## src/rtl/instruction_serializer.sv

```systemverilog
// Serializes one 24-bit instruction into a valid/ready byte stream, MSB byte first.
// The length comes from bits [23:22] of the first byte (code + 1 bytes); code 3 is dropped with an err pulse.
module instruction_serializer (
   input  logic        clk,
   input  logic        rst,
   input  logic [23:0] in_opcode,
   input  logic        in_valid,
   output logic        in_ready,
   output logic [7:0]  out_byte,
   output logic        out_valid,
   input  logic        out_ready,
   output logic        out_last,
   output logic        busy,
   output logic        err
);
   localparam int unsigned WORD_W    = 8;
   localparam int unsigned MAX_WORDS = 3;
   localparam int unsigned OP_W      = WORD_W * MAX_WORDS;
   localparam int unsigned IDX_W     = 2;

   typedef enum logic {IDLE = 1'b0, SEND = 1'b1} state_t;

   state_t              state_q, state_d;
   logic [OP_W-1:0]     opcode_q, opcode_d;
   logic [IDX_W-1:0]    len_q, len_d;
   logic [IDX_W-1:0]    idx_q, idx_d;
   logic [WORD_W-1:0]   out_byte_q, out_byte_d;
   logic                out_valid_q, out_valid_d;
   logic                out_last_q, out_last_d;
   logic                err_q, err_d;

   logic                in_fire;
   logic                out_fire;
   logic [IDX_W-1:0]    len_code;
   logic                code_legal;
   logic [IDX_W-1:0]    idx_nxt;

   assign len_code   = in_opcode[OP_W-1 -: IDX_W];
   assign code_legal = (len_code != 2'd3);
   assign out_fire   = out_valid_q & out_ready;
   assign in_ready   = ~rst & ((state_q == IDLE) | (out_fire & out_last_q));
   assign in_fire    = in_valid & in_ready;
   assign idx_nxt    = IDX_W'(idx_q + 2'd1);

   // Next-state and output-register computation
   always_comb begin
      state_d     = state_q;
      opcode_d    = opcode_q;
      len_d       = len_q;
      idx_d       = idx_q;
      out_byte_d  = out_byte_q;
      out_valid_d = out_valid_q;
      out_last_d  = out_last_q;
      err_d       = 1'b0;

      case (state_q)
         IDLE: begin
            if (in_fire) begin
               if (code_legal) begin
                  opcode_d    = in_opcode;
                  len_d       = IDX_W'(len_code + 2'd1);
                  idx_d       = '0;
                  out_valid_d = 1'b1;
                  out_byte_d  = in_opcode[OP_W-1 -: WORD_W];
                  out_last_d  = (len_code == 2'd0);
                  state_d     = SEND;
               end else begin
                  err_d = 1'b1;
               end
            end
         end
         SEND: begin
            if (out_fire) begin
               if (!out_last_q) begin
                  idx_d       = idx_nxt;
                  out_byte_d  = (idx_nxt == 2'd1) ? opcode_q[15:8] : opcode_q[7:0];
                  out_last_d  = (idx_nxt == IDX_W'(len_q - 2'd1));
               end else if (in_fire && code_legal) begin
                  // Reload on the final beat so back-to-back instructions have no bubble
                  opcode_d    = in_opcode;
                  len_d       = IDX_W'(len_code + 2'd1);
                  idx_d       = '0;
                  out_valid_d = 1'b1;
                  out_byte_d  = in_opcode[OP_W-1 -: WORD_W];
                  out_last_d  = (len_code == 2'd0);
               end else begin
                  err_d       = in_fire;
                  out_valid_d = 1'b0;
                  out_last_d  = 1'b0;
                  state_d     = IDLE;
               end
            end
         end
         default: state_d = IDLE;
      endcase
   end

   always_ff @(posedge clk) begin
      if (rst) begin
         state_q     <= IDLE;
         opcode_q    <= '0;
         len_q       <= '0;
         idx_q       <= '0;
         out_byte_q  <= '0;
         out_valid_q <= 1'b0;
         out_last_q  <= 1'b0;
         err_q       <= 1'b0;
      end else begin
         state_q     <= state_d;
         opcode_q    <= opcode_d;
         len_q       <= len_d;
         idx_q       <= idx_d;
         out_byte_q  <= out_byte_d;
         out_valid_q <= out_valid_d;
         out_last_q  <= out_last_d;
         err_q       <= err_d;
      end
   end

   assign out_byte  = out_byte_q;
   assign out_valid = out_valid_q;
   assign out_last  = out_last_q;
   assign busy      = (state_q == SEND);
   assign err       = err_q;

endmodule
```

## config.mk

```make
export PLATFORM = sky130hd
export DESIGN_NAME = instruction_serializer
export DESIGN_NICKNAME = d
export VERILOG_FILES = /design/src/rtl/instruction_serializer.sv
export SDC_FILE = /design/constraint.sdc
export NUM_CORES = 1
export LEC_CHECK = 0
export CAP_MARGIN = 20
export CORE_MARGIN = 5
export CORE_UTILIZATION = 25
export CTS_BUF_LIST = sky130_fd_sc_hd__clkbuf_16
export DETAILED_ROUTE_END_ITERATION = 10
export SYNTH_ARGS = -nofsm -noshare
export SYNTH_HDL_FRONTEND = slang
export SYNTH_SLANG_ARGS = --single-unit
```

## constraint.sdc

```tcl
create_clock -name clk -period 1.8 [get_ports clk]
set_input_delay 0.36 -clock clk [delete_from_list [all_inputs] [get_ports clk]]
set_output_delay 0.36 -clock clk [all_outputs]
set_load 0.01 [all_outputs]
```

==> flow_summary_export.csv <==
group,metric,value,unit
die,design.die.area,0.00753,mm2
grt,grt.total_usage,9.95,%
timing,finalCriticalPeriod,1.67,ns
place,placedInstanceArea,0.00204,mm2
clocking,worst_setup_hold_path_clk_slew,0.05,ns
timing,finalWorstSetupSlack,0.129,ns
synth,synth-seq-area-share,43.5,%
clocking,cts_buffers,5,
setup_path,critical_path.n_buffers_inverters,3,
min_path,worst_hold_path.endpoint,"err$_SDFF_PP0_",
finish,syn2layout_area_growth,55.4,%
setup_path,r2r_slack,0.17,ns
synth,netlist_area,0.00147,mm2
grt,grt_start_max_net_pins,33,
synth,yosysWarnings,0,
timing,timing.fmax,0.598,GHz
timing,worst_slew_pin_slew,0.427,ns
setup_path,crit_path_largest_cell_delay,0.41,ns
finish,design.final.nets,248,
setup_path,cp_required,1.95,ns
setup_path,timing_worst_setup_path_type,"in2reg",
timing,final-setup-viol-count,0,
timing,final-hold-violation-count,0,
clocking,cts.htree.levels,2,
route,drt_first_iter_violations,77,
clocking,cts.path.max_buffers,2,
min_path,hold_crit_path_type,"in2reg",
finish,antenna_cells_inserted,0,
setup_path,crit_family,"simple AND/OR/NAND/NOR gates",
place,place_inst,279,
setup_path,rr_endpoint,"out_last$_SDFFE_PP0P_",
clocking,clock_tree_from_tritoncts,"yes",
grt,grt_pass1_wl,5990,um
die,die_h,86.8,um
synth,syn_avg_cell_area,9.39,um2
timing,report.final.slew_viol_count,0,
die,design.core.area,0.00582,mm2
power_and_ir_drop,vdd_ir_drop_max,0.000564,V
synth,ys_seq_elements,32,
power_and_ir_drop,fin_total_pwr,1.86,mW
min_path,worst_hold_path.num_cells,2,
flow_run,maxCapViolations,0,
synth,synth_largest_type_area_fraction,43.5,%
synth,synth_area_leader_cell,"sky130_fd_sc_hd__dfxtp_1",
route,number_of_remaining_drc_errors,0,
synth,ys_types,28,
route,route.antenna.remaining_nets,0,
setup_path,slowest_stage,"sky130_fd_sc_hd__or3b_4",
route,m1WireLength,1770,um
synth,postSynthNetCount,188,
die,pin_count,41,
place,place_ws,-0.340,ns
route,dr.max_layer_used,"met3",
setup_path,cp-end-kind,"flip-flop",
finish,ratio_of_cells_with_drive_above_1_in_the_final_layout,18.4,%
grt,number_of_global_route_vias_before_repair,1306,
setup_path,cp.arrival,1.82,ns
power_and_ir_drop,total_leakage_power,0.923,nW
synth,synth.top_cells.by_area,"sky130_fd_sc_hd__dfxtp_1 43%, sky130_fd_sc_hd__mux2i_1 17%, sky130_fd_sc_hd__a21oi_1 5.4%",
place,portBuffers,40,
route,met3WireLength,222,um
clocking,insertion_delay_of_the_later_clocked_pin_in_the_worst_skew_pair,0.27,ns
die,die-width,86.8,um
timing,finalHoldWorstSlack,0.404,ns
status,outcome,"finished clean",
finish,post_layout_cell_count,292,
place,finalWeightedCongestion,0.758,
finish,postLayoutCellArea,0.00229,mm2
route,wl_per_cell,12.8,um
die,effective_utilization_at_floorplan,25.3,%
timing,slew_headroom,71.5,%
setup_path,cp_cell_sequence,"clkbuf_2 > ha_2 > or3b_4 > a21oi_4 > buf_12 > buf_16 > mux2i_1 > nor2_1",
setup_path,critical_path.max_fanout,5,
grt,number_of_antenna_violations_at_the_first_check_in_global_routing,0,
place,dpl.hpwl,2640,um
synth,postSynthCellCount,157,
finish,final_core_utilization,39.4,%
die,row_count,28,
clocking,post_cts_hold_buffer_count,0,
route,met2_length,1740,um
clocking,clock_sink_count,32,
power_and_ir_drop,power.density_cell_area,814,mW/mm2
min_path,worst_hold_startpoint,"in_valid",
setup_path,reg2regPathDepth,6,
timing,period_share,92.8,%
grt,overflow,0,
route,detailroute.via_count,1273,
setup_path,cp-start-kind,"primary input",
route,finalWirelength,3740,um
timing,worst_clock_skew,0.00494,ns
setup_path,r2r-start,"idx_q[0]$_SDFFE_PP0P_",
clocking,cts.root.buffer_cell,"sky130_fd_sc_hd__clkbuf_16",
route,vias_per_cell,4.36,
route,first_pass_iters,4,
timing,rsz0062_at_grt,"no",
timing,timing.setup.tns,0,ns
## logic make-up after synthesis
| group | Yosys count | synth area share (%) |
|---|---|---|
| adders and majority gates | 3 | 2.55 |
| muxes | 25 | 17.0 |
| and+or+nand+nor | 52 | 16.3 |
| DFF | 32 | 43.5 |
| AOI/OAI and AO/OA | 30 | 14.6 |
| buffers and inverters | 14 | 5.52 |
| xor gates and xnor gates | 1 | 0.594 |
## Yosys cell counts
cell / instances
sky130_fd_sc_hd__nand3b_1: 1
sky130_fd_sc_hd__o2bb2ai_2: 1
sky130_fd_sc_hd__nor2_1: 21
sky130_fd_sc_hd__ha_1: 3
sky130_fd_sc_hd__a211oi_2: 1
sky130_fd_sc_hd__buf_4: 1
sky130_fd_sc_hd__buf_2: 2
sky130_fd_sc_hd__a21o_1: 1
sky130_fd_sc_hd__buf_6: 3
sky130_fd_sc_hd__inv_1: 4
sky130_fd_sc_hd__nand4_1: 2
sky130_fd_sc_hd__o211ai_1: 8
sky130_fd_sc_hd__dfxtp_1: 32
sky130_fd_sc_hd__or3_1: 1
sky130_fd_sc_hd__a21oi_1: 16
sky130_fd_sc_hd__nand3_1: 3
sky130_fd_sc_hd__a2bb2oi_2: 1
sky130_fd_sc_hd__nor3b_2: 1
sky130_fd_sc_hd__a211o_1: 1
sky130_fd_sc_hd__and4b_1: 1
sky130_fd_sc_hd__a21oi_4: 1
sky130_fd_sc_hd__nand2_1: 19
sky130_fd_sc_hd__mux2i_1: 25
sky130_fd_sc_hd__clkbuf_1: 4
sky130_fd_sc_hd__xnor2_1: 1
sky130_fd_sc_hd__or3b_4: 1
sky130_fd_sc_hd__nand4b_1: 1
sky130_fd_sc_hd__nor2b_1: 1
## flip-flops by register name, indices dropped and copies added, names as in the netlist
name and flops:
opcode_q 16, out_byte 8, idx_q 2, len_q 2
busy 1, err 1, out_last 1, out_valid 1
## placed cells by master, fill, tap and decap left out, types with 2 or more instances in the layout
master,count
sky130_fd_sc_hd__a21oi_1,16
sky130_fd_sc_hd__buf_12,2
sky130_fd_sc_hd__buf_16,2
sky130_fd_sc_hd__buf_4,17
sky130_fd_sc_hd__clkbuf_16,6
sky130_fd_sc_hd__clkbuf_2,3
sky130_fd_sc_hd__clkdlybuf4s50_1,34
sky130_fd_sc_hd__dfxtp_1,32
sky130_fd_sc_hd__dlymetal6s2s_1,2
sky130_fd_sc_hd__ha_1,2
sky130_fd_sc_hd__inv_1,5
sky130_fd_sc_hd__mux2i_1,25
sky130_fd_sc_hd__nand2_1,19
sky130_fd_sc_hd__nand3_1,2
sky130_fd_sc_hd__nand4_1,2
sky130_fd_sc_hd__nor2_1,21
sky130_fd_sc_hd__o211ai_1,8
## area by class of cell
class                           count  area [um2]
Fill cell                         610        3520
Multi-Input combinational cell    111         759
Timing Repair Buffer               63         648
Sequential cell                    32         641
Clock buffer                        5         125
Tap cell                           75        93.8
Inverter                            4        15.0
Clock inverter                      2        8.76
## what timing repair did
action	in CTS	in global routing
gates cloned	2	1
gates resized for setup	6	11
buffers inserted	1	2
setup endpoints to repair	20	18
pin swaps	0	4
## layer usage
metal,track usage [%],up-vias
met4,1.84,0
met2,16.1,31
met3,3.04,0
li1,-,666
met1,13.2,576
met5,0,-
## how the worst max path moves through the flow
| stage | cells past startpoint | start | endpoint |
|---|---|---|---|
| global placement | 7 | in_opcode[22] | opcode_q[11]$_SDFFE_PP0P_ |
| floorplan | 6 | in_opcode[22] | len_q[1]$_SDFFE_PP0P_ |
| CTS | 6 | in_valid | opcode_q[13]$_SDFFE_PP0P_ |
| global route | 8 | in_opcode[23] | opcode_q[13]$_SDFFE_PP0P_ |
| detailed placement | 7 | in_opcode[22] | opcode_q[3]$_SDFFE_PP0P_ |
| finish | 8 | in_opcode[23] | opcode_q[10]$_SDFFE_PP0P_ |
## worst reg2reg max path, stage by stage, from the launching register on
cell	delay [ns]
sky130_fd_sc_hd__dfxtp_1	0.40
sky130_fd_sc_hd__inv_1	0.06
sky130_fd_sc_hd__ha_1	0.33
sky130_fd_sc_hd__xnor2_1	0.15
sky130_fd_sc_hd__or3_1	0.33
sky130_fd_sc_hd__a21o_1	0.17
sky130_fd_sc_hd__a21oi_1	0.12
## power by group
group	leakage [nW]	switching, mW	internal [mW]
Sequential	0.261	0.0213	0.749
Clock	0.0709	0.267	0.495
Combinational	0.592	0.139	0.193
Power figures use the tool's default switching activity.
